### config.mk
export PLATFORM = sky130hd
export DESIGN_NAME = pmod_jstk_responder
export DESIGN_NICKNAME = d
export VERILOG_FILES = /design/src/rtl/jstk_pkg.sv /design/src/rtl/spi_edge_sync.sv /design/src/rtl/pmod_jstk_responder.sv
export SDC_FILE = /design/constraint.sdc
export NUM_CORES = 1
export LEC_CHECK = 0
export BUFFER_PORTS_ARGS = -buffer_cell sky130_fd_sc_hd__buf_2
export CORE_UTILIZATION = 50
export DETAILED_ROUTE_END_ITERATION = 12
export PLACE_DENSITY = 0.65
export SLEW_MARGIN = 0
export SYNTH_ARGS = -nofsm -noshare
export SYNTH_HDL_FRONTEND = slang
export SYNTH_HIERARCHICAL = 1
export SYNTH_SLANG_ARGS = --single-unit
export TNS_END_PERCENT = 10
### constraint.sdc
create_clock -name clk -period 5 [get_ports clk]
set_clock_uncertainty 0.05 [all_clocks]
set_input_delay 1 -clock clk [delete_from_list [all_inputs] [get_ports clk]]
set_output_delay 1 -clock clk [all_outputs]
set_load 0.02 [all_outputs]
### src/rtl/jstk_pkg.sv
// Shared constants, state encoding and frame packing for the PmodJSTK responder.
package jstk_pkg;

    localparam int FRAME_BITS = 40;
    localparam logic [5:0] LED_CMD_PREFIX = 6'b100000;

    typedef enum logic [1:0] {
        ST_ARM    = 2'd0,
        ST_IDLE   = 2'd1,
        ST_ACTIVE = 2'd2
    } state_t;

    // Byte order matches what the PmodJSTK returns: X low, X high, Y low, Y high, buttons.
    function automatic logic [FRAME_BITS-1:0] pack_frame(
        input logic [9:0] x,
        input logic [9:0] y,
        input logic [2:0] btn
    );
        return {x[7:0], 6'b0, x[9:8], y[7:0], 6'b0, y[9:8], 5'b0, btn};
    endfunction

endpackage

### src/rtl/spi_edge_sync.sv
// Multi-flop synchronizer for one asynchronous SPI pin with registered rise/fall pulses.
module spi_edge_sync #(
    parameter int STAGES = 2
) (
    input  logic clk,
    input  logic rst,
    input  logic din,
    output logic level,
    output logic rise,
    output logic fall
);

    logic [STAGES-1:0] chain;
    logic              prev;

    always_ff @(posedge clk or posedge rst) begin
        if (rst) begin
            chain <= '0;
            prev  <= 1'b0;
            rise  <= 1'b0;
            fall  <= 1'b0;
        end else begin
            chain <= {chain[STAGES-2:0], din};
            prev  <= chain[STAGES-1];
            rise  <= chain[STAGES-1] & ~prev;
            fall  <= ~chain[STAGES-1] & prev;
        end
    end

    assign level = chain[STAGES-1];

endmodule

### src/rtl/pmod_jstk_responder.sv
// SPI mode-0 slave emulating a PmodJSTK joystick: returns X/Y/buttons, decodes the LED command.
// Define JSTK_RESP_FRAME_ERR_EN to get frame_err pulses on frames that are not exactly 40 bits.
module pmod_jstk_responder
    import jstk_pkg::*;
#(
    parameter int SYNC_STAGES = 2
) (
    input  logic       clk,
    input  logic       rst,
    input  logic       ss,
    input  logic       sclk,
    input  logic       mosi,
    output logic       miso,
    input  logic [9:0] x_pos,
    input  logic [9:0] y_pos,
    input  logic [2:0] buttons,
    output logic [1:0] led_cmd,
    output logic       frame_done,
    output logic       frame_err
);

    logic ss_level, ss_rise, ss_fall;
    logic sclk_unused_level, sclk_rise, sclk_fall;
    logic [SYNC_STAGES:0] mosi_chain;
    logic mosi_s;

    spi_edge_sync #(.STAGES(SYNC_STAGES)) u_ss_sync (
        .clk   (clk),
        .rst   (rst),
        .din   (ss),
        .level (ss_level),
        .rise  (ss_rise),
        .fall  (ss_fall)
    );

    spi_edge_sync #(.STAGES(SYNC_STAGES)) u_sclk_sync (
        .clk   (clk),
        .rst   (rst),
        .din   (sclk),
        .level (sclk_unused_level),
        .rise  (sclk_rise),
        .fall  (sclk_fall)
    );

    // One extra stage keeps mosi aligned with the registered sclk edge pulses.
    always_ff @(posedge clk or posedge rst) begin
        if (rst) begin
            mosi_chain <= '0;
        end else begin
            mosi_chain <= {mosi_chain[SYNC_STAGES-1:0], mosi};
        end
    end

    assign mosi_s = mosi_chain[SYNC_STAGES];

    state_t                state, state_n;
    logic [FRAME_BITS-1:0] tx, tx_n;
    logic [FRAME_BITS-1:0] rx, rx_n;
    logic [5:0]            bit_cnt, bit_cnt_n;
    logic                  miso_n;
    logic [1:0]            led_cmd_n;
    logic                  frame_done_n, frame_err_n;

    always_ff @(posedge clk or posedge rst) begin
        if (rst) begin
            state      <= ST_ARM;
            tx         <= '0;
            rx         <= '0;
            bit_cnt    <= '0;
            miso       <= 1'b0;
            led_cmd    <= 2'b00;
            frame_done <= 1'b0;
            frame_err  <= 1'b0;
        end else begin
            state      <= state_n;
            tx         <= tx_n;
            rx         <= rx_n;
            bit_cnt    <= bit_cnt_n;
            miso       <= miso_n;
            led_cmd    <= led_cmd_n;
            frame_done <= frame_done_n;
            frame_err  <= frame_err_n;
        end
    end

    always_comb begin
        state_n      = state;
        tx_n         = tx;
        rx_n         = rx;
        bit_cnt_n    = bit_cnt;
        miso_n       = 1'b0;
        led_cmd_n    = led_cmd;
        frame_done_n = 1'b0;
        frame_err_n  = 1'b0;

        unique case (state)
            ST_ARM: begin
                if (ss_level) begin
                    state_n = ST_IDLE;
                end
            end
            ST_IDLE: begin
                if (ss_fall) begin
                    tx_n      = pack_frame(x_pos, y_pos, buttons);
                    bit_cnt_n = '0;
                    miso_n    = tx_n[FRAME_BITS-1];
                    state_n   = ST_ACTIVE;
                end
            end
            ST_ACTIVE: begin
                miso_n = miso;
                // End of frame takes priority over any sclk edge seen in the same cycle.
                if (ss_rise) begin
                    miso_n  = 1'b0;
                    state_n = ST_IDLE;
                    if (bit_cnt == 6'(FRAME_BITS)) begin
                        frame_done_n = 1'b1;
                        if (rx[FRAME_BITS-1 -: 6] == LED_CMD_PREFIX) begin
                            led_cmd_n = rx[FRAME_BITS-7 -: 2];
                        end
                    end else begin
`ifdef JSTK_RESP_FRAME_ERR_EN
                        frame_err_n = 1'b1;
`else
                        frame_err_n = 1'b0;
`endif
                    end
                end else if (sclk_rise) begin
                    rx_n = {rx[FRAME_BITS-2:0], mosi_s};
                    if (bit_cnt != 6'd63) begin
                        bit_cnt_n = bit_cnt + 6'd1;
                    end
                end else if (sclk_fall) begin
                    tx_n   = {tx[FRAME_BITS-2:0], 1'b0};
                    miso_n = tx[FRAME_BITS-2];
                end
            end
            default: begin
                state_n = ST_ARM;
            end
        endcase
    end

endmodule

==> flow_metrics.tcl <==
set metrics [dict create \
    fin_nets 415 \
    post_cts_resized 0 \
    vias 2568 \
    drt_pass1_iterations 4 \
    drc_errors 0 \
    pin_count 33 \
    synth-seq-area-share 0.6077 \
    hpwlAfterDp_um 4462 \
    peakVddDrop_uv 244.4 \
    rows 33 \
    fillers 705 \
    syn_to_final_growth_pct 9.670 \
    period_share 0.5248 \
    pwr_density_cell_nw_per_um2 454.9 \
    die_x_um 94.55 \
    cp-start-kind "flop" \
    status "completed" \
    grt_pass1_wl_um 11810 \
    fin_area_sq_um 4697 \
    start_util 0.5186 \
    insertion_delay_ps 360 \
    gp_congestion 0.7186 \
    max_freq_ghz 0.3811 \
    cp_data_arrival_time_ps 2790 \
    worstPathRequired_ps 5160 \
    grt_max_degree 79 \
    wl_per_cell_um 13.98 \
    final_core_util 0.5688 \
    cts_sinks 104 \
    grt_overflow 0 \
    coreArea_sq_um 8258 \
    first_global_vias 2552 \
    track_usage 0.1730 \
    cts_tree "done" \
    die_y_um 94.55 \
    clkTransAtPathRegs_ps 90 \
    worstSetupPathType "flop to flop" \
    syn_inst 353 \
    avgViaCountPerCell 5.241 \
    synth_seq_cells 104 \
    ys_warn_count 6 \
    port_buffers 31 \
    p_leak_nw 2.244 \
    antenna_found_initial 0 \
    diodes 0 \
    cp_max_fo 78 \
    max_cap_violations 0 \
    period_needed_ps 2624 \
    cts-root-buf "clkbuf_8" \
    syn_area_sq_um 4283 \
    end_kind "flop" \
    final_cells 490 \
    die_area_sq_um 8940 \
    final.setup.tns_ps 0 \
    cts_max_level 3 \
    syn_nets 388 \
    ys_types 33 \
    tightestPinTransition_ps 949.7 \
    hold_violations 0 \
    drt_iter0_markers 114 \
    synth.avg_cell_area_sq_um 12.13 \
    hp-class "flop to flop" \
    holdBufCountCts 0 \
    slew_violations 0 \
    ant_nets 0 \
    place_area_sq_um 4519 \
    setup_viol 0 \
    cts_inserted_buffers 9 \
    drt_wl_total_um 6849 \
    rsz0062_at_grt "false" \
    postCtsSetupRepairBufs 0 \
    cts_buffer_depth 2 \
    p_total_mw 2.137 \
    slew_headroom 0.3661 \
    dp_cells 474 \
    layout-drive-gt1-share 0.2571 \
]
[placed cells by master, fill, tap and decap left out, types with 2 or more instances in the layout]
master and instances:
inv_1 10, clkinv_2 2, buf_2 31, nor2b_1 5
mux2i_1 23, inv_6 2, o22ai_1 2, dfrtp_1 104
nand2_1 63, nand2b_1 4, o21ai_1 8, nand4_1 3
o21ai_0 34, and2b_2 2, a21oi_1 3, ha_1 7
clkinvlp_4 3, and2_1 2, nor2_1 5, nand3_1 3
clkbuf_8 9, buf_4 4, mux2_2 42, mux2_1 2
[report_power, final]
group          total (mW)  switching (mW)  internal, mW
sequential           1.06          0.0817         0.981
combinational       0.599           0.384         0.215
clock               0.474           0.290         0.184
total                2.14           0.756          1.38
[final timing paths]
kind / slack (ps) / depth (start not counted) / from / endpoint
min: 310 / 0 / mosi_chain[0] / mosi_chain[1]
max in group asynchronous: 3090 / 3 / rst / rx[13]
min in group asynchronous: 500 / 2 / rst / u_sclk_sync/chain[0]
max: 2380 / 6 / state[0] / tx[11]
max reg2reg: 2380 / 6 / state[0] / tx[11]
min reg2reg: 310 / 0 / mosi_chain[0] / mosi_chain[1]
[logic make-up after synthesis]
group                    synth area share
flip-flops                         0.6077
AND/OR/NAND/NOR                    0.1031
multiplexers                       0.1694
AO/OA/AOI/OAI                     0.06573
buffers and inverters             0.03272
adder cells (fa/ha/maj)           0.02045
other                           0.0008756
[worst max-delay path, stage by stage (launching register included)]
cell       delay [ps]
dfrtp_1           430
inv_1             120
ha_1              600
inv_1             270
o2111ai_4         240
buf_4             540
o21ai_0           220
[Yosys cell counts]
cell       instances  area [sq um]
nor4_1             1         6.260
nand4_1            3         18.77
o21ai_1            8         40.04
a32oi_1            1         8.760
mux2_2            42         473.0
o221ai_1           1         8.760
inv_1             11         41.29
and3_1             1         6.260
nand2b_1           4         25.02
buf_4              3         22.52
nand2_1           63         236.5
conb_1             1         3.750
mux2i_1           23         230.2
ha_1               7         87.58
clkbuf_1           8         30.03
nor2_1             5         18.77
and2_1             2         12.51
nor4b_4            1         23.77
buf_2              7         35.03
o22ai_1            2         12.51
o2111ai_1          1         8.760
and2b_2            2         17.52
a21oi_1            3         15.01
dfrtp_1          104          2603
buf_6              1         11.26
nand3_1            3         15.01
mux2_1             2         22.52
nor2b_1            5         31.28
a32o_1             1         10.01
o21ai_0           34         170.2
nand4b_1           1         8.760
nand4_4            1         21.27
o31ai_1            1         7.510
[metrics by stage]
step | setup WS, ps | hold slack, ps
floorplan | 1501 | 281.2
CTS | 2382 | 315.2
global route | 2118 | 325.5
detailed placement | 2398 | 287.9
global placement | 2508 | 282.8
finish | 2376 | 312.5
[flip-flops by register name (all words and copies together) (netlist names)]
register	count
mosi_chain	3
tx	39
u_sclk_sync/rise	1
u_ss_sync/fall	1
u_sclk_sync/fall	1
u_ss_sync/prev	1
u_sclk_sync/chain	2
state	2
u_ss_sync/chain	2
u_ss_sync/rise	1
rx	40
miso	1
bit_cnt	6
u_sclk_sync/prev	1
led_cmd	2
frame_done	1
[per-layer routing]
metal,part of all wire,wire [um],global-route usage
met1,0.50,3414,0.2360
met4,0.016,110,0.07449
met5,0,0,0
met2,0.46,3134,0.2645
met3,0.028,190,0.04187
[layout make-up]
type / instances / area (sq um) / share of cell area
Sequential cell: 104 / 2603 / 0.5541
Clock buffer: 9 / 123.9 / 0.02637
Clock inverter: 7 / 53.80 / 0.01145
Multi-Input combinational cell: 219 / 1558 / 0.3316
Inverter: 11 / 42.54 / 0.009057
Timing Repair Buffer: 35 / 185.2 / 0.03942
Tap cell: 105 / 131.4 / 0.02797
Power figures use the tool's default switching activity.
